<file path="src/rtl/teller_call_dispatcher.sv">
// Teller-side front end for the single-bank queue manager: captures "next" presses
// from three tellers, arbitrates them round-robin and emits one clean down_count pulse per call.
module teller_call_dispatcher #(
  parameter int PULSE_CYC = 1,
  parameter int GAP_CYC   = 1
) (
  input  logic       clk,
  input  logic       Resetn,
  input  logic [2:0] teller_on,
  input  logic [2:0] next_n,
  input  logic       empty_flag,
  output logic       down_count,
  output logic [1:0] tcount,
  output logic       no_teller,
  output logic       call_valid,
  output logic [1:0] call_id,
  output logic [2:0] serving
);

  localparam logic [1:0] S_IDLE  = 2'd0;
  localparam logic [1:0] S_PULSE = 2'd1;
  localparam logic [1:0] S_GAP   = 2'd2;

  localparam logic [3:0] LP_PULSE = 4'(PULSE_CYC);
  localparam logic [3:0] LP_GAP   = 4'(GAP_CYC);

  logic [1:0] r_state;
  logic [1:0] r_ptr;
  logic [3:0] r_cnt;
  logic [2:0] r_next_prev;
  logic [2:0] r_pending;
  logic [2:0] r_serving;
  logic       r_down;
  logic       r_cv;
  logic [1:0] r_call_id;

  logic [1:0] w_popcnt;
  logic [2:0] w_fall;
  logic [2:0] w_cand;
  logic [1:0] w_o0, w_o1, w_o2;
  logic       w_grant;
  logic [1:0] w_gidx;
  logic [2:0] w_gmask;

  function automatic logic [3:0] sat_inc(input logic [3:0] c);
    return (c == 4'hF) ? c : c + 4'd1;
  endfunction

  always_comb begin
    w_popcnt  = {1'b0, teller_on[0]} + {1'b0, teller_on[1]} + {1'b0, teller_on[2]};
    tcount    = (w_popcnt == 2'd0) ? 2'd1 : w_popcnt;
    no_teller = (teller_on == 3'b000);
  end

  assign w_fall = r_next_prev & ~next_n;
  // An off-duty teller is never granted, even if its pending bit has not been cleared yet.
  assign w_cand = r_pending & teller_on;

  always_comb begin
    w_o0 = r_ptr;
    w_o1 = (r_ptr == 2'd2) ? 2'd0 : r_ptr + 2'd1;
    w_o2 = (r_ptr == 2'd0) ? 2'd2 : r_ptr - 2'd1;
    w_grant = 1'b0;
    w_gidx  = 2'd0;
    if (r_state == S_IDLE && !empty_flag) begin
      if (w_cand[w_o0]) begin
        w_grant = 1'b1;
        w_gidx  = w_o0;
      end else if (w_cand[w_o1]) begin
        w_grant = 1'b1;
        w_gidx  = w_o1;
      end else if (w_cand[w_o2]) begin
        w_grant = 1'b1;
        w_gidx  = w_o2;
      end
    end
    w_gmask = w_grant ? (3'b001 << w_gidx) : 3'b000;
  end

  always_ff @(posedge clk) begin
    if (!Resetn) begin
      r_state     <= S_IDLE;
      r_ptr       <= 2'd0;
      r_cnt       <= 4'd0;
      r_next_prev <= 3'b111;
      r_pending   <= 3'b000;
      r_serving   <= 3'b000;
      r_down      <= 1'b1;
      r_cv        <= 1'b0;
      r_call_id   <= 2'd0;
    end else begin
      r_next_prev <= next_n;
      r_pending   <= (r_pending | w_fall) & ~w_gmask & teller_on;
      r_serving   <= (r_serving | w_gmask) & teller_on;
      r_cv        <= 1'b0;
      case (r_state)
        S_IDLE: begin
          if (w_grant) begin
            r_state   <= S_PULSE;
            r_down    <= 1'b0;
            r_cv      <= 1'b1;
            r_call_id <= w_gidx + 2'd1;
            r_ptr     <= (w_gidx == 2'd2) ? 2'd0 : w_gidx + 2'd1;
            r_cnt     <= 4'd1;
          end
        end
        S_PULSE: begin
          if (r_cnt >= LP_PULSE) begin
            r_down  <= 1'b1;
            r_state <= S_GAP;
            r_cnt   <= 4'd1;
          end else begin
            r_cnt <= sat_inc(r_cnt);
          end
        end
        S_GAP: begin
          if (r_cnt >= LP_GAP) begin
            r_state <= S_IDLE;
            r_cnt   <= 4'd0;
          end else begin
            r_cnt <= sat_inc(r_cnt);
          end
        end
        default: begin
          r_state <= S_IDLE;
          r_down  <= 1'b1;
          r_cnt   <= 4'd0;
        end
      endcase
    end
  end

  assign down_count = r_down;
  assign call_valid = r_cv;
  assign call_id    = r_call_id;
  assign serving    = r_serving;

endmodule
</file>
<file path="config.mk">
export PLATFORM = sky130hd
export DESIGN_NAME = teller_call_dispatcher
export DESIGN_NICKNAME = d
export VERILOG_FILES = /design/src/rtl/teller_call_dispatcher.sv
export SDC_FILE = /design/constraint.sdc
export NUM_CORES = 1
export LEC_CHECK = 0
export CAP_MARGIN = 20
export CORE_AREA = 2 2 56 58
export CTS_BUF_LIST = sky130_fd_sc_hd__clkbuf_2
export CTS_CLUSTER_DIAMETER = 150
export DETAILED_ROUTE_END_ITERATION = 12
export DIE_AREA = 0 0 58 60
export PLACE_DENSITY = 0.73
export SKIP_LAST_GASP = 1
export SYNTH_ARGS = -nofsm -noshare
export SYNTH_HDL_FRONTEND = slang
export SYNTH_SLANG_ARGS = --single-unit
</file>
<file path="constraint.sdc">
create_clock -name clk -period 2.6 [get_ports clk]
set_input_delay 0.65 -clock clk [delete_from_list [all_inputs] [get_ports clk]]
set_output_delay 0.65 -clock clk [all_outputs]
set_load 0.1 [all_outputs]
</file>
; ---- After elaboration in Yosys (flattened, before gate mapping)
; Index checks and enable logic that the tools add are counted.
[totals]
output_inout_bits = 10
input_bits = 9
ff_bits = 21
[op_classes]
addsub = 6
bitwise = 10
magnitude_cmp = 4
n_shift = 1
mux = 32
reduce_logical = 10
eq_ne = 8
[op_table]
columns = cell, count
row1 = $mux W2, 11
row2 = $mux W4, 4
row3 = $and A3 B3 Y3, 5
row4 = $pmux W4 S3, 1
row5 = $mux W1, 10
row6 = $lt A2 B3 Y1 const B, 3
row7 = $bmux W1 S2, 3
row8 = $eq A2 B2 Y1 const B, 3
row9 = $logic_not A2 Y1, 3
row10 = $ne A2 B2 Y1 const B, 3
row11 = $not A3 Y3, 2
row12 = $or A3 B3 Y3, 2
row13 = $pmux W2 S3, 1
row14 = $reduce_and A3 Y1, 2
row15 = $add A2 B1 Y2 const B, 2
row16 = $add A4 B1 Y4 const B, 1
row17 = $eq A4 B4 Y1 const B, 1
row18 = $ge A4 B1 Y1 const B, 1
row19 = $reduce_and A2 Y1, 2
row20 = $logic_not A3 Y1, 1
row21 = $mux W3, 1
row22 = $pmux W1 S3, 1
row23 = $shl A1 B2 Y3 const A, 1
row24 = $add A1 B1 Y2, 1
row25 = other kinds (6), 6

; ---- Depth between registers and ports, before layout
[depth]
ltp_word = 13
ltp_mapped = 11
ltp_nobuf = 10

; ---- Worst setup path before layout
; No wires, ideal clock.
[synth_path]
path_kind = input-to-output
from = input teller_on[0]
to = output no_teller
t_required_ns = 1.950
n_path_buf = 1
t_arrival_ns = 2.925
setup_slack_ns = -0.975
stages = 2
cell_sequence = clkbuf_1 nor3_1
[synth_between]
elab_chain_len = 1
[synth_lines]
columns = element, line
row1 = from (decl), 9  ; input logic [2:0] teller_on,
row2 = $logic_not A3 Y1, 52  ; no_teller = (teller_on == 3'b000);
row3 = to (decl), 14  ; output logic no_teller,
; No other way between the ends.

; ---- Worst setup path after layout
[layout_path]
from = input teller_on[0]
to = output tcount[0]
[layout_between]
elab_chain_len = 4
[layout_lines]
columns = element, line
row1 = $add A1 B1 Y2 *, 50  ; w_popcnt = {1'b0, teller_on[0]} + {1'b0, teller_on[1]} + {1'b0, teller_on[2]};
row2 = $add A2 B1 Y2 *, 50
row3 = $logic_not A2 Y1, 51  ; tcount = (w_popcnt == 2'd0) ? 2'd1 : w_popcnt;
row4 = $mux W2 *, 51
row5 = to (decl), 13  ; output logic [1:0] tcount,
; Every way passes the cells marked *; elsewhere a longest branch is shown, timed or not.

==> summary.md <==
| Metric | Value |
|---|---|
| Synth Area in Compound Gates | `0.240` |
| Dpl ws | `-0.434 ns` |
| Worst hold slack | `0.493 ns` |
| RSZ-0062 raised after global routing | `false` |
| Post-synthesis mux area share | `0` |
| Critical-path top delay cell | `fa_2` |
| Leak pwr | `0.783 nW` |
| Dominant synthesized flop cell | `dfxtp_1` |
| CP max stage delay | `0.58 ns` |
| Final core utilization | `0.637` |
| Die area | `0.00348 mm2` |
| P per Cell Area | `436 mW/mm2` |
| Clock network power share | `0.176` |
| Chip Height | `60 um` |
| FFs w/ async S/R, synth | `0` |
| Design Area, Final | `0.00185 mm2` |
| GRT Util Overall | `0.213` |
| Synth top area share | `0.304` |
| CP Cell Sequence | `clkdlybuf4s15_1 > buf_4 > inv_1 > fa_2 > nand2_8 > buf_12` |
| Critical path startpoint category | `input pin` |
| Top cells by area, synth | `dfxtp_1 30%, ha_1 9.9%, inv_1 3.3%` |
| GPL Wtd Cong | `0.901` |
| Die Wd | `58 um` |
| Clk_lat worst skew | `0.33 ns` |
| Post-synthesis cell count | `164` |
| Gate power share | `0.383` |
| Xor and xnor fraction of the mapped netlist area | `0.00633` |
| Number of detailed-route iterations in the first pass | `4` |
| Cell taking the most area after synthesis | `dfxtp_1` |
| Cell variety after synth | `47` |
| Clock transition at path regs | `0.22 ns` |
| Fin cells | `232` |
| Initial DRC count | `52` |
| Most frequent cells in the layout | `29 x buf_4, 19 x dfxtp_1, 10 x nand2_1` |
| P_sw | `0.301 mW` |
| Root buffer cell | `clkbuf_2` |
| Setup Viol. Count Final | `0` |
| Largest net degree at the start of global routing | `16` |
| Post-Place Cells | `227` |
| Clock Sinks | `21` |
| Final Max Tran Viols | `0` |
| # DRC | `0` |
| Fin crit period | `2.53 ns` |
| Number of global-route vias before repair | `1,329` |
| Vias | `1,357` |
| Worst Path Max Fanout | `4` |
| Part of the cycle the worst path needs | `0.975` |
| Seq/Total Area, Yosys | `0.304` |
| Placed instance area | `0.00176 mm2` |
| H-tree lvl count | `1` |
| Sequential Power Share | `0.441` |
| Total CTS buffers | `3` |
| Leading cell type in the layout, fill and taps excluded | `buf_4` |
| Simple-gate share of the synthesized area | `0.265` |
| Sw Ratio | `0.374` |
| WP data arrival | `1.88 ns` |
| WL/cell | `14.7 um` |
| Hpwl dp | `2680 um` |
| Status | `complete, no violations` |
| Maximum capacitance violations | `0` |
| Initial antenna violation count | `0` |
| Area Overhead vs Synth | `33.6%` |
| Setup TNS | `0 ns` |
| Average cell area after synthesis | `8.44 um2` |
| Crit Path Category | `in -> out` |
| Antenna diodes | `0` |
| Fin. Hold Viols | `0` |
| Slew headroom | `0.689` |
| Nets | `221` |
| Required @ worst endpoint | `1.95 ns` |
| Adder-cell share of the synthesized area | `0.114` |
| Synth Register Bits | `21` |
| Routed Antenna Nets | `0` |
| Core area | `0.00290 mm2` |
| Row Count | `20` |
| VDD IR max | `321 uV` |
| Total power | `0.805 mW` |
| I/O Buffers | `18` |
| WL final | `3420 um` |
| Mapped Area | `0.00138 mm2` |
| IO Pins | `19` |
| Vias per Instance | `5.85` |
| Skew final | `0.00858 ns` |
| Crit path capture type | `output pin` |
| CTS Buffer Depth | `2` |
| Global-route wire length before repair | `5750 um` |
| Main combinational cell family by area after synthesis | `simple AND/OR/NAND/NOR gates` |
| EDFF count, synth | `0` |
| TritonCTS clock tree | `yes` |
| Layout cell share with drive strength beyond 1 | `0.276` |
| Hold bufs inserted after CTS | `0` |
| Max Freq | `395 MHz` |
| Mapped Nets | `185` |
| Final worst slack | `0.0661 ns` |
| Syn. warnings | `0` |
| Grt total ovfl | `0` |
| Hold crit path type | `reg -> reg` |
| Initial Util | `0.477` |
| Worst Max-Slew Pin Slew | `0.463 ns` |
| Cell internal pwr | `0.504 mW` |
[what timing repair did]
action	4_1_cts	5_1_grt
setup buffers	1	0
pin swaps	1	2
gates resized for setup	6	14
setup endpoints to repair	4	4
[cells in the mapped netlist (2+ instances only)]
cell	number
buf_6	2
a211oi_1	2
and3_1	6
nand4_1	3
nor3b_1	2
ha_1	11
a21oi_1	6
nand2b_1	4
or3_1	2
o31ai_1	5
clkbuf_1	6
dfxtp_1	21
inv_1	12
o211ai_1	4
a211o_1	3
nor3_1	5
and4b_1	2
o21a_1	5
o311ai_1	3
o21ai_1	8
nor2b_1	3
nand2_1	11
nand3_1	6
a41oi_1	2
nor2_1	8
[metal layers]
metal,GRT usage,routed length [um],vias to the layer above
met4,0.0930,17,0
li1,-,-,673
met2,0.375,1760,24
met1,0.262,1550,658
met3,0.0260,94,2
met5,0,0,-
[cell families (layout without fill, tap and decap cells)]
| kind of cell | Yosys count | count (layout) |
|---|---|---|
| AO/OA/AOI/OAI | 47 | 47 |
| flip-flops | 21 | 21 |
| XOR/XNOR | 1 | 1 |
| AND/OR/NAND/NOR | 61 | 61 |
| adder cells (fa/ha/maj) | 12 | 12 |
| buffers and inverters | 22 | 57 |
[power by group through the flow]
stage | sequential [mW] | clock, mW | combinational, mW
2_1_floorplan | 0.389 | 0 | 0.163
3_3_place_gp | 0.359 | 0 | 0.285
3_5_place_dp | 0.360 | 0 | 0.292
4_1_cts | 0.354 | 0.144 | 0.297
5_1_grt | 0.359 | 0.155 | 0.333
6_report | 0.355 | 0.142 | 0.308
[critical path: cells and delay by family]
family / cells / cell delay [ns]
adders and majority gates: 1 / 0.58
buffers and inverters: 4 / 0.60
and+or+nand+nor: 1 / 0.06
[flip-flops by register name (all words and copies together) (netlist names)]
name         cells
r_ptr            2
serving          3
call_id          2
down_count       1
r_state          2
r_pending        3
r_next_prev      3
call_valid       1
r_cnt            4
[path summary, 6_finish.rpt]
check	startpoint	to	slack, ns	cells past startpoint
setup / recovery	teller_on[0]	tcount[0]	0.07	6
hold / removal	serving[1]	serving[1]	0.49	2
setup reg to reg	r_ptr[0]	r_ptr[1]	0.13	10
hold reg to reg	serving[1]	serving[1]	0.49	2
[area by class of cell]
type	instances	area, um2
multi-input cells	121	946
well taps	33	41.3
clock buffers	3	15.0
repair buffers	41	368
fillers	248	1050
clock inverters	1	7.51
flip-flops and latches	21	423
inverters	12	48.8
Power figures use the tool's default switching activity.
==> variant: new RTL, config.mk and constraints unchanged <==
Make the reset (`Resetn`) asynchronous in one clocked block.
--- a/src/rtl/teller_call_dispatcher.sv
+++ b/src/rtl/teller_call_dispatcher.sv
@@ -78,5 +78,5 @@
   end
 
-  always_ff @(posedge clk) begin
+  always_ff @(posedge clk or negedge Resetn) begin
     if (!Resetn) begin
       r_state     <= S_IDLE;
Formal check against the unedited RTL: differs if Resetn is asserted again (counterexample within 4 cycles, from zero or initial values and one cycle with Resetn low); with Resetn held inactive, the same outputs for 10 cycles.
==> variant against the unedited design <==
Design area fell by 7.4%. Sequential cell count did not move. Sequential share of layout area rose by 8.1 points. Global-route usage fell by 3.7 points. Worst hold slack improved by 26 ps. Routed wire length fell by 17%. First-iteration DRC count rose by 9.6%. Synthesized area fell by 8.5%. Setup slack improved by 84 ps. Count of clock-buffer cells in the layout rose by 1. Critical endpoint is now call_id[1]$_DFFE_PN0P_. Largest cell class unchanged.
Power is not compared: it rests on default switching activity, and its combinational part moved more than twofold at a synthesized area within 25%.
==> variant: results (changes against the unedited design) <==
.. list-table::
   :header-rows: 1

   * - Metric
     - Value
   * - Synth area leaders
     - dfrtp_1 34%, ha_1 11%, dfstp_2 8.3%
   * - Clock buffer cells
     - 4 (+1)
   * - Top cell types by occurrence after synthesis
     - 17 x dfrtp_1, 11 x ha_1, 11 x nand2_1, 10 x inv_1, 7 x nor2_1
   * - Async set-reset flop share out of synthesis
     - 100% (+100 points)
   * - Worst Skew
     - 5.74 ps (-2.84 ps)
   * - Final standard cell count with taps included and fillers excluded
     - 198 (-15%)
   * - Met2 wirelength from detailed routing
     - 1540 um (-13%)
   * - Number of global-route vias before repair
     - 1,094 (-18%)
   * - Post-Synthesis Cells
     - 125 (-24%)
   * - Total wire length
     - 2830 um (-17%)
   * - M1 WL
     - 1150 um (-26%)
   * - Global-route wire length before repair
     - 4700 um (-18%)
   * - Filler cell count
     - 262 (+5.6%)
   * - Number of multi-input combinational cells in the layout
     - 91 (-25%)
   * - End of the worst register-to-register path
     - call_id[1]$_DFFE_PN0P_
   * - Total cell area at the placement stage
     - 0.00167 mm^2 (-5.4%)
   * - Number of cells traversed by the worst register-to-register path
     - 9 (-1)
   * - Cell count after placement
     - 193 (-15%)
   * - Maximum number of pins on one net before global-route repair
     - 22 (+6)
   * - Sequential share of the synthesized area
     - 41.9% (+12 points)
   * - Ratio of cells with drive above 1 in the final layout
     - 36.4% (+8.7 points)
   * - Met2 track utilization from global routing
     - 32.0% (-5.5 points)
   * - Clock transition at the register clock pins on the worst setup and hold paths after CTS
     - 180 ps (-40 ps)
   * - Detailed router's first-iteration violation count
     - 57 (+9.6%)
   * - Arrival time worst endpoint
     - 2670 ps (+790 ps)
   * - Area Overhead vs Synth
     - 35.3%
   * - Ys flop type
     - dfrtp_1
   * - Share of cell area taken by multi-input logic gates
     - 42.8% (-8.3 points)
   * - Post-detail-place hpwl
     - 2240 um (-16%)
   * - Wire length on met3
     - 90 um (-4.3%)
   * - Sequential cell area
     - 531 um^2 (+25%)
   * - Clock-cell share of area
     - 1.17% (-0.049 points)
   * - Count of buffers added by post-CTS timing repair for setup
     - 0 (-1)
   * - Met3 routing resource usage after global routing
     - 2.38% (-0.22 points)
   * - Sequential cell count
     - 21 (unchanged)
   * - Final-layout non-clock buffer area share
     - 20.2% (+0.34 points)
   * - Syn_nets
     - 146 (-21%)
   * - Result of the run
     - finished, final reports clean
   * - Insertion delay to the later sink of the worst-skew pair
     - 310 ps (-20 ps)
   * - Non-clock buffer count in the final layout
     - 39 (-4.9%)
   * - Worst slew slack as a fraction of its limit
     - 77.9% (+9.0 points)
[variant: changes by cell type after synthesis, sizes merged, moves of 4 or more]
cell    change
dfrtp      +17
mux2        +4
dfxtp      -21
nand3       -4
and3        -4
dfstp       +4
clkbuf      -5
o21ai       -5
[variant: how the worst min path moves through the flow]
stage,start,end,slack (ps),cells past startpoint
2_1_floorplan,Resetn,call_id[0]$_DFFE_PN0P_,350,0
3_3_place_gp,serving[0]$_DFF_PN0_,serving[0]$_DFF_PN0_,480,2
3_5_place_dp,serving[1]$_DFF_PN0_,serving[1]$_DFF_PN0_,480,2
4_1_cts,serving[1]$_DFF_PN0_,serving[1]$_DFF_PN0_,520,2
5_1_grt,down_count$_DFFE_PN1P_,down_count$_DFFE_PN1P_,540,2
6_report,serving[2]$_DFF_PN0_,serving[2]$_DFF_PN0_,520,2
[variant: critical path, cell delays in order (launching register included)]
cell and delay, ps:
dfrtp_1 420, inv_1 130, ha_2 320, nor2_2 180, o21ai_0 150, a211oi_2 270, a21o_1 170, o2111ai_2 160
ha_1 310, mux2_2 260
[variant: kinds of logic (layout without fill, tap and decap cells)]
logic type,after synthesis,after routing,share of synthesized area (%)
adder cells (fa/ha/maj),12,12,12.5
multiplexers,6,6,5.14
AND/OR/NAND/NOR,44,44,18.8
flip-flops,21,21,41.9
AO/OA/AOI/OAI,29,29,17.7
buffers and inverters,13,53,4.05
[variant: stage by stage]
stage | setup WS [ps] | hold WS [ps] | total power (W)
global route | -17.1 | 545 | 0.00157
finish | 150 | 518 | 0.00147
floorplan | 1.32 | 354 | 0.00107
global placement | -194 | 482 | 0.00129
detailed placement | -318 | 477 | 0.00132
CTS | 80.4 | 524 | 0.00146
